[src/rtl/tgif_state_load_ctrl.sv]
`default_nettype none
// +--------------------------------------------------------------------------+
// | tgif_state_load_ctrl: loads NWORDS state words over valid/ready, then    |
// | runs ROUNDS round cycles on the state registers; one-cycle init clear.   |
// | Revision: 1.0                                                            |
// +--------------------------------------------------------------------------+
module tgif_state_load_ctrl #(
  parameter int WIDTH  = 32,
  parameter int NWORDS = 4,
  parameter int ROUNDS = 48,
  parameter int RW     = 6,
  parameter int IW     = 2
) (
  input  logic              clk,
  input  logic              rst,
  input  logic              start,
  input  logic              clear,
  input  logic [WIDTH-1:0]  din,
  input  logic              din_valid,
  output logic              din_ready,
  output logic [WIDTH-1:0]  si,
  output logic [NWORDS-1:0] enc,
  output logic              se,
  output logic              sr_init,
  output logic [RW-1:0]     round,
  output logic              busy,
  output logic              done
);

  typedef enum logic [2:0] {
    S_IDLE  = 3'd0,
    S_CLEAR = 3'd1,
    S_LOAD  = 3'd2,
    S_RUN   = 3'd3,
    S_DONE  = 3'd4
  } state_t;

  localparam logic [IW-1:0] c_LAST_IDX = IW'(NWORDS - 1);
  localparam logic [RW-1:0] c_LAST_RND = RW'(ROUNDS - 1);

  state_t            state_q, state_d;
  logic [IW-1:0]     idx_q, idx_d;
  logic [RW-1:0]     rnd_q, rnd_d;
  logic [NWORDS-1:0] w_onehot;
  logic              w_fire;

  // Load data goes straight through; only the enables decide who captures it.
  assign si = din;

  always_comb begin
    w_onehot = '0;
    for (int i = 0; i < NWORDS; i++) begin
      w_onehot[i] = (idx_q == IW'(i));
    end
  end

  assign w_fire = (state_q == S_LOAD) && din_valid;

  always_ff @(posedge clk or negedge rst) begin
    if (!rst) begin
      state_q <= S_IDLE;
      idx_q   <= '0;
      rnd_q   <= '0;
    end else begin
      state_q <= state_d;
      idx_q   <= idx_d;
      rnd_q   <= rnd_d;
    end
  end

  always_comb begin
    state_d = state_q;
    idx_d   = idx_q;
    rnd_d   = rnd_q;
    case (state_q)
      S_IDLE: begin
        // clear wins; a simultaneous start is dropped rather than queued
        if (clear) begin
          state_d = S_CLEAR;
        end else if (start) begin
          state_d = S_LOAD;
          idx_d   = '0;
        end
      end
      S_CLEAR: begin
        state_d = S_IDLE;
      end
      S_LOAD: begin
        if (w_fire) begin
          if (idx_q == c_LAST_IDX) begin
            state_d = S_RUN;
            idx_d   = '0;
            rnd_d   = '0;
          end else begin
            idx_d = idx_q + 1'b1;
          end
        end
      end
      S_RUN: begin
        if (rnd_q == c_LAST_RND) begin
          state_d = S_DONE;
          rnd_d   = '0;
        end else begin
          rnd_d = rnd_q + 1'b1;
        end
      end
      S_DONE: begin
        state_d = S_IDLE;
      end
      default: begin
        state_d = S_IDLE;
        idx_d   = '0;
        rnd_d   = '0;
      end
    endcase
  end

  // Outputs decode from the state register only, so reset removes them at once.
  always_comb begin
    din_ready = 1'b0;
    enc       = '0;
    se        = 1'b0;
    sr_init   = 1'b0;
    round     = '0;
    busy      = 1'b0;
    done      = 1'b0;
    case (state_q)
      S_CLEAR: begin
        enc     = '1;
        se      = 1'b1;
        sr_init = 1'b1;
        busy    = 1'b1;
      end
      S_LOAD: begin
        din_ready = 1'b1;
        se        = 1'b1;
        busy      = 1'b1;
        enc       = din_valid ? w_onehot : '0;
      end
      S_RUN: begin
        enc   = '1;
        round = rnd_q;
        busy  = 1'b1;
      end
      S_DONE: begin
        done = 1'b1;
      end
      default: begin
        din_ready = 1'b0;
      end
    endcase
  end

endmodule
`default_nettype wire

[config.mk]
export PLATFORM = sky130hd
export DESIGN_NAME = tgif_state_load_ctrl
export DESIGN_NICKNAME = d
export VERILOG_FILES = /design/src/rtl/tgif_state_load_ctrl.sv
export SDC_FILE = /design/constraint.sdc
export NUM_CORES = 1
export LEC_CHECK = 0
export CORE_UTILIZATION = 33
export CTS_BUF_LIST = sky130_fd_sc_hd__clkbuf_8
export DETAILED_ROUTE_END_ITERATION = 16
export PLACE_DENSITY = 0.84
export SLEW_MARGIN = 20
export SYNTH_ARGS = -nofsm -noshare
export SYNTH_HDL_FRONTEND = slang
export SYNTH_SLANG_ARGS = --single-unit
[constraint.sdc]
create_clock -name clk -period 1.8 [get_ports clk]
set_input_delay 0.27 -clock clk [delete_from_list [all_inputs] [get_ports clk]]
set_output_delay 0.27 -clock clk [all_outputs]
set_load 0.05 [all_outputs]
==> flow_metrics.py <==
metrics = {
    "sta": {
        "finalHoldViolCount": 0,
        "period_needed_ns": 1.710,
        "hold_slack_ns": 0.3639,
        "fmax_mhz": 584.7,
        "fin_skew_ns": 0.001463,
        "rsz0062_at_grt": "false",
        "fin_crit_sh": 0.9502,
        "fin_ws_ns": 0.08972,
        "worst_pin_slew_ns": 0.4949,
        "slew_headroom": 0.6690,
        "setup_viol": 0,
        "report.final.slew_viol_count": 0,
    },
    "setup_path": {
        "worstRegToRegCells": 3,
        "path_buf_inv": 2,
        "slowest_stage": "dfrtp_2",
        "critPathArrivalTime_ns": 1.44,
        "worstPathRequired_ns": 1.53,
        "criticalPathCategory": "reg -> out",
        "cp_cell_sequence": "or3b_4 -> inv_2 -> or2_4 -> buf_12",
        "endpoint_kind": "output port",
        "reg2reg_to": "idx_q[0]",
        "reg2reg_from": "state_q[2]",
        "regToRegSetupSlack_ns": 0.18,
        "slowest_delay_ns": 0.45,
        "setup.worst_path.start_class": "register",
        "critPathTopFamily": "simple AND/OR/NAND/NOR gates",
        "crit_fanout": 8,
    },
    "floorplan": {
        "io_pins": 84,
        "fp.coreArea_mm2": 0.002829,
        "dieWidth_um": 57.49,
        "die_h_um": 57.49,
        "row_count": 19,
        "dieArea_mm2": 0.003305,
        "initial_core_util": 0.3591,
    },
    "power": {
        "internal_power_mw": 1.053,
        "seq_power_share": 0.226,
        "p_leak_nw": 0.5268,
        "ir_worst_vdd_uv": 507.5,
        "combPwrFrac": 0.645,
        "p_sw_mw": 0.8516,
        "power_frac_clock": 0.130,
        "sw_frac_of_total": 0.4472,
        "powerDensity_mw_per_mm2": 1508,
    },
    "grt": {
        "grt_pass1_vias": 716,
        "antenna_found_initial": 0,
        "gr-usage-all-layers": 0.1197,
        "grt_pass1_wl_um": 3091,
        "grt_max_degree": 13,
        "overflow": 0,
    },
    "clocking": {
        "cts_made_buffers": 3,
        "clock_latency_ns": 0.24,
        "path_clk_slew_ns": 0.05,
        "hold_buffers": 0,
        "clockBufferDepth": 2,
        "cts_root_buffer": "clkbuf_8",
        "htree_levels": 1,
        "cts_sinks": 11,
        "cts_tree": "yes",
    },
    "routing": {
        "drc": 4,
        "firstDrtPassIters": 12,
        "num_vias": 777,
        "routed_wl_um": 1883,
        "wl_per_cell_um": 12.81,
        "vias_per_cell": 5.286,
        "detail-route-antenna-nets": 0,
        "drt_first_iter_violations": 24,
    },
    "finish": {
        "finalInstanceArea_mm2": 0.001262,
        "instances_no_fill": 147,
        "most-common-layout-cells": "buf_12 (15), nor2_1 (9), dfrtp_1 (9)",
        "mostFrequentLayoutCell": "buf_12",
        "nFillCells": 251,
        "n_antenna_cell": 0,
        "drive_gt1_frac": 0.2931,
        "fin_nets": 159,
        "syn_to_final_growth_pct": 24.26,
    },
    "place": {
        "port_buffers": 19,
        "dp_slack_ns": -0.04448,
        "routabilityCongestion": 0.8437,
        "place_area_mm2": 0.001204,
        "dpl.hpwl_um": 1463,
        "place_inst": 142,
    },
    "synth": {
        "ys_seq_area_frac": 0.2709,
        "syn_avg_cell_area_um2": 8.396,
        "synth_cell_type_count": 35,
        "synth_area_mm2": 0.001016,
        "postSynthNetCount": 163,
        "synthTopCellsByArea": "dfrtp_1 (27%), buf_4 (24%), ha_1 (6.2%)",
        "yosysTopAreaCell": "dfrtp_1",
        "yosysWarnings": 0,
        "netlist.area_leader.share": 0.2709,
        "synth_cells": 121,
        "ys_ff_latch": 11,
    },
    "job": {
        "maxCapViolations": 0,
    },
    "status": {
        "status": "complete, but fails checks",
        "violations": "design-rule violations",
    },
    "worst_hold_path": {
        "hp-class": "in -> async",
    },
}
## cells by family after synthesis
logic type	count (synthesis)	share of synthesized area
buffers and inverters	42	0.2759
AND/OR/NAND/NOR	34	0.1897
AO/OA/AOI/OAI	25	0.1626
flip-flops	11	0.2709
adder cells (fa/ha/maj)	5	0.06158
multiplexers	3	0.03079
XOR/XNOR	1	0.008622
## Yosys cell counts, drive strengths merged
master / n
a221oi: 1
nor2: 9
or4b: 1
and3b: 1
mux2: 1
o21bai: 1
a211oi: 3
a31oi: 4
and2: 5
xor2: 1
a21oi: 3
nor2b: 1
nor3b: 1
ha: 5
nand4b: 1
dfrtp: 11
nor3: 3
nand3b: 2
nand2: 2
a22o: 1
nand3: 4
o32ai: 1
or4: 1
inv: 6
o2bb2ai: 1
or2: 2
or3b: 1
o211ai: 2
clkbuf: 2
o21ai: 8
mux2i: 2
buf: 34
## metrics by stage
step | util | power, mW | setup TNS [ns]
finish | 0.4463 | 1.904 | 0
global route | 0.4463 | 2.022 | 0
CTS | 0.4427 | 1.909 | 0
detailed placement | 0.4255 | 1.650 | -0.04448
global placement | 0.4255 | 1.622 | -0.02846
floorplan | - | 1.310 | 0
## what timing repair did
item,CTS,global route
setup buffers,0,1
endpoints found under the setup margin,1,5
gates resized for setup,2,3
## power by group through the flow
stage	logic, mW	registers [mW]	clock network [mW]
final	1.23	0.430	0.247
after CTS	1.23	0.428	0.250
after floorplan	0.905	0.406	0
after global placement	1.20	0.423	0
after detailed placement	1.22	0.429	0
after global routing	1.31	0.445	0.268
## area by class of cell
class                   instances  area (um^2)  share of cell area
multi-input cells              68        478.0              0.3786
well taps                      31        38.79             0.03072
repair buffers                 27        400.4              0.3171
clock inverters                 1        3.754            0.002973
clock buffers                   3        41.29             0.03271
flip-flops and latches         11        277.8              0.2200
inverters                       6        22.52             0.01784
## registers in the layout, summed over array words and instances, names as in the netlist
name	cells
idx_q	2
rnd_q	6
state_q	3
## routing by layer
layer | vias up | share of wire | global-route usage
met4 | 0 | 0.016 | 0.05575
met5 | - | 0 | 0
li1 | 377 | - | -
met2 | 15 | 0.50 | 0.1944
met3 | 4 | 0.053 | 0.03175
met1 | 381 | 0.43 | 0.1473
## worst max-delay path by stage
stage	depth (start not counted)	endpoint	slack (ns)	start
finish	4	se	0.09	state_q[2]
global route	4	se	0.04	state_q[2]
CTS	4	se	0.02	state_q[2]
detailed placement	4	idx_q[0]	-0.04	start
global placement	4	idx_q[0]	-0.03	start
floorplan	3	enc[1]	0.03	state_q[1]
No activity file was read; power rests on OpenSTA's default activity.
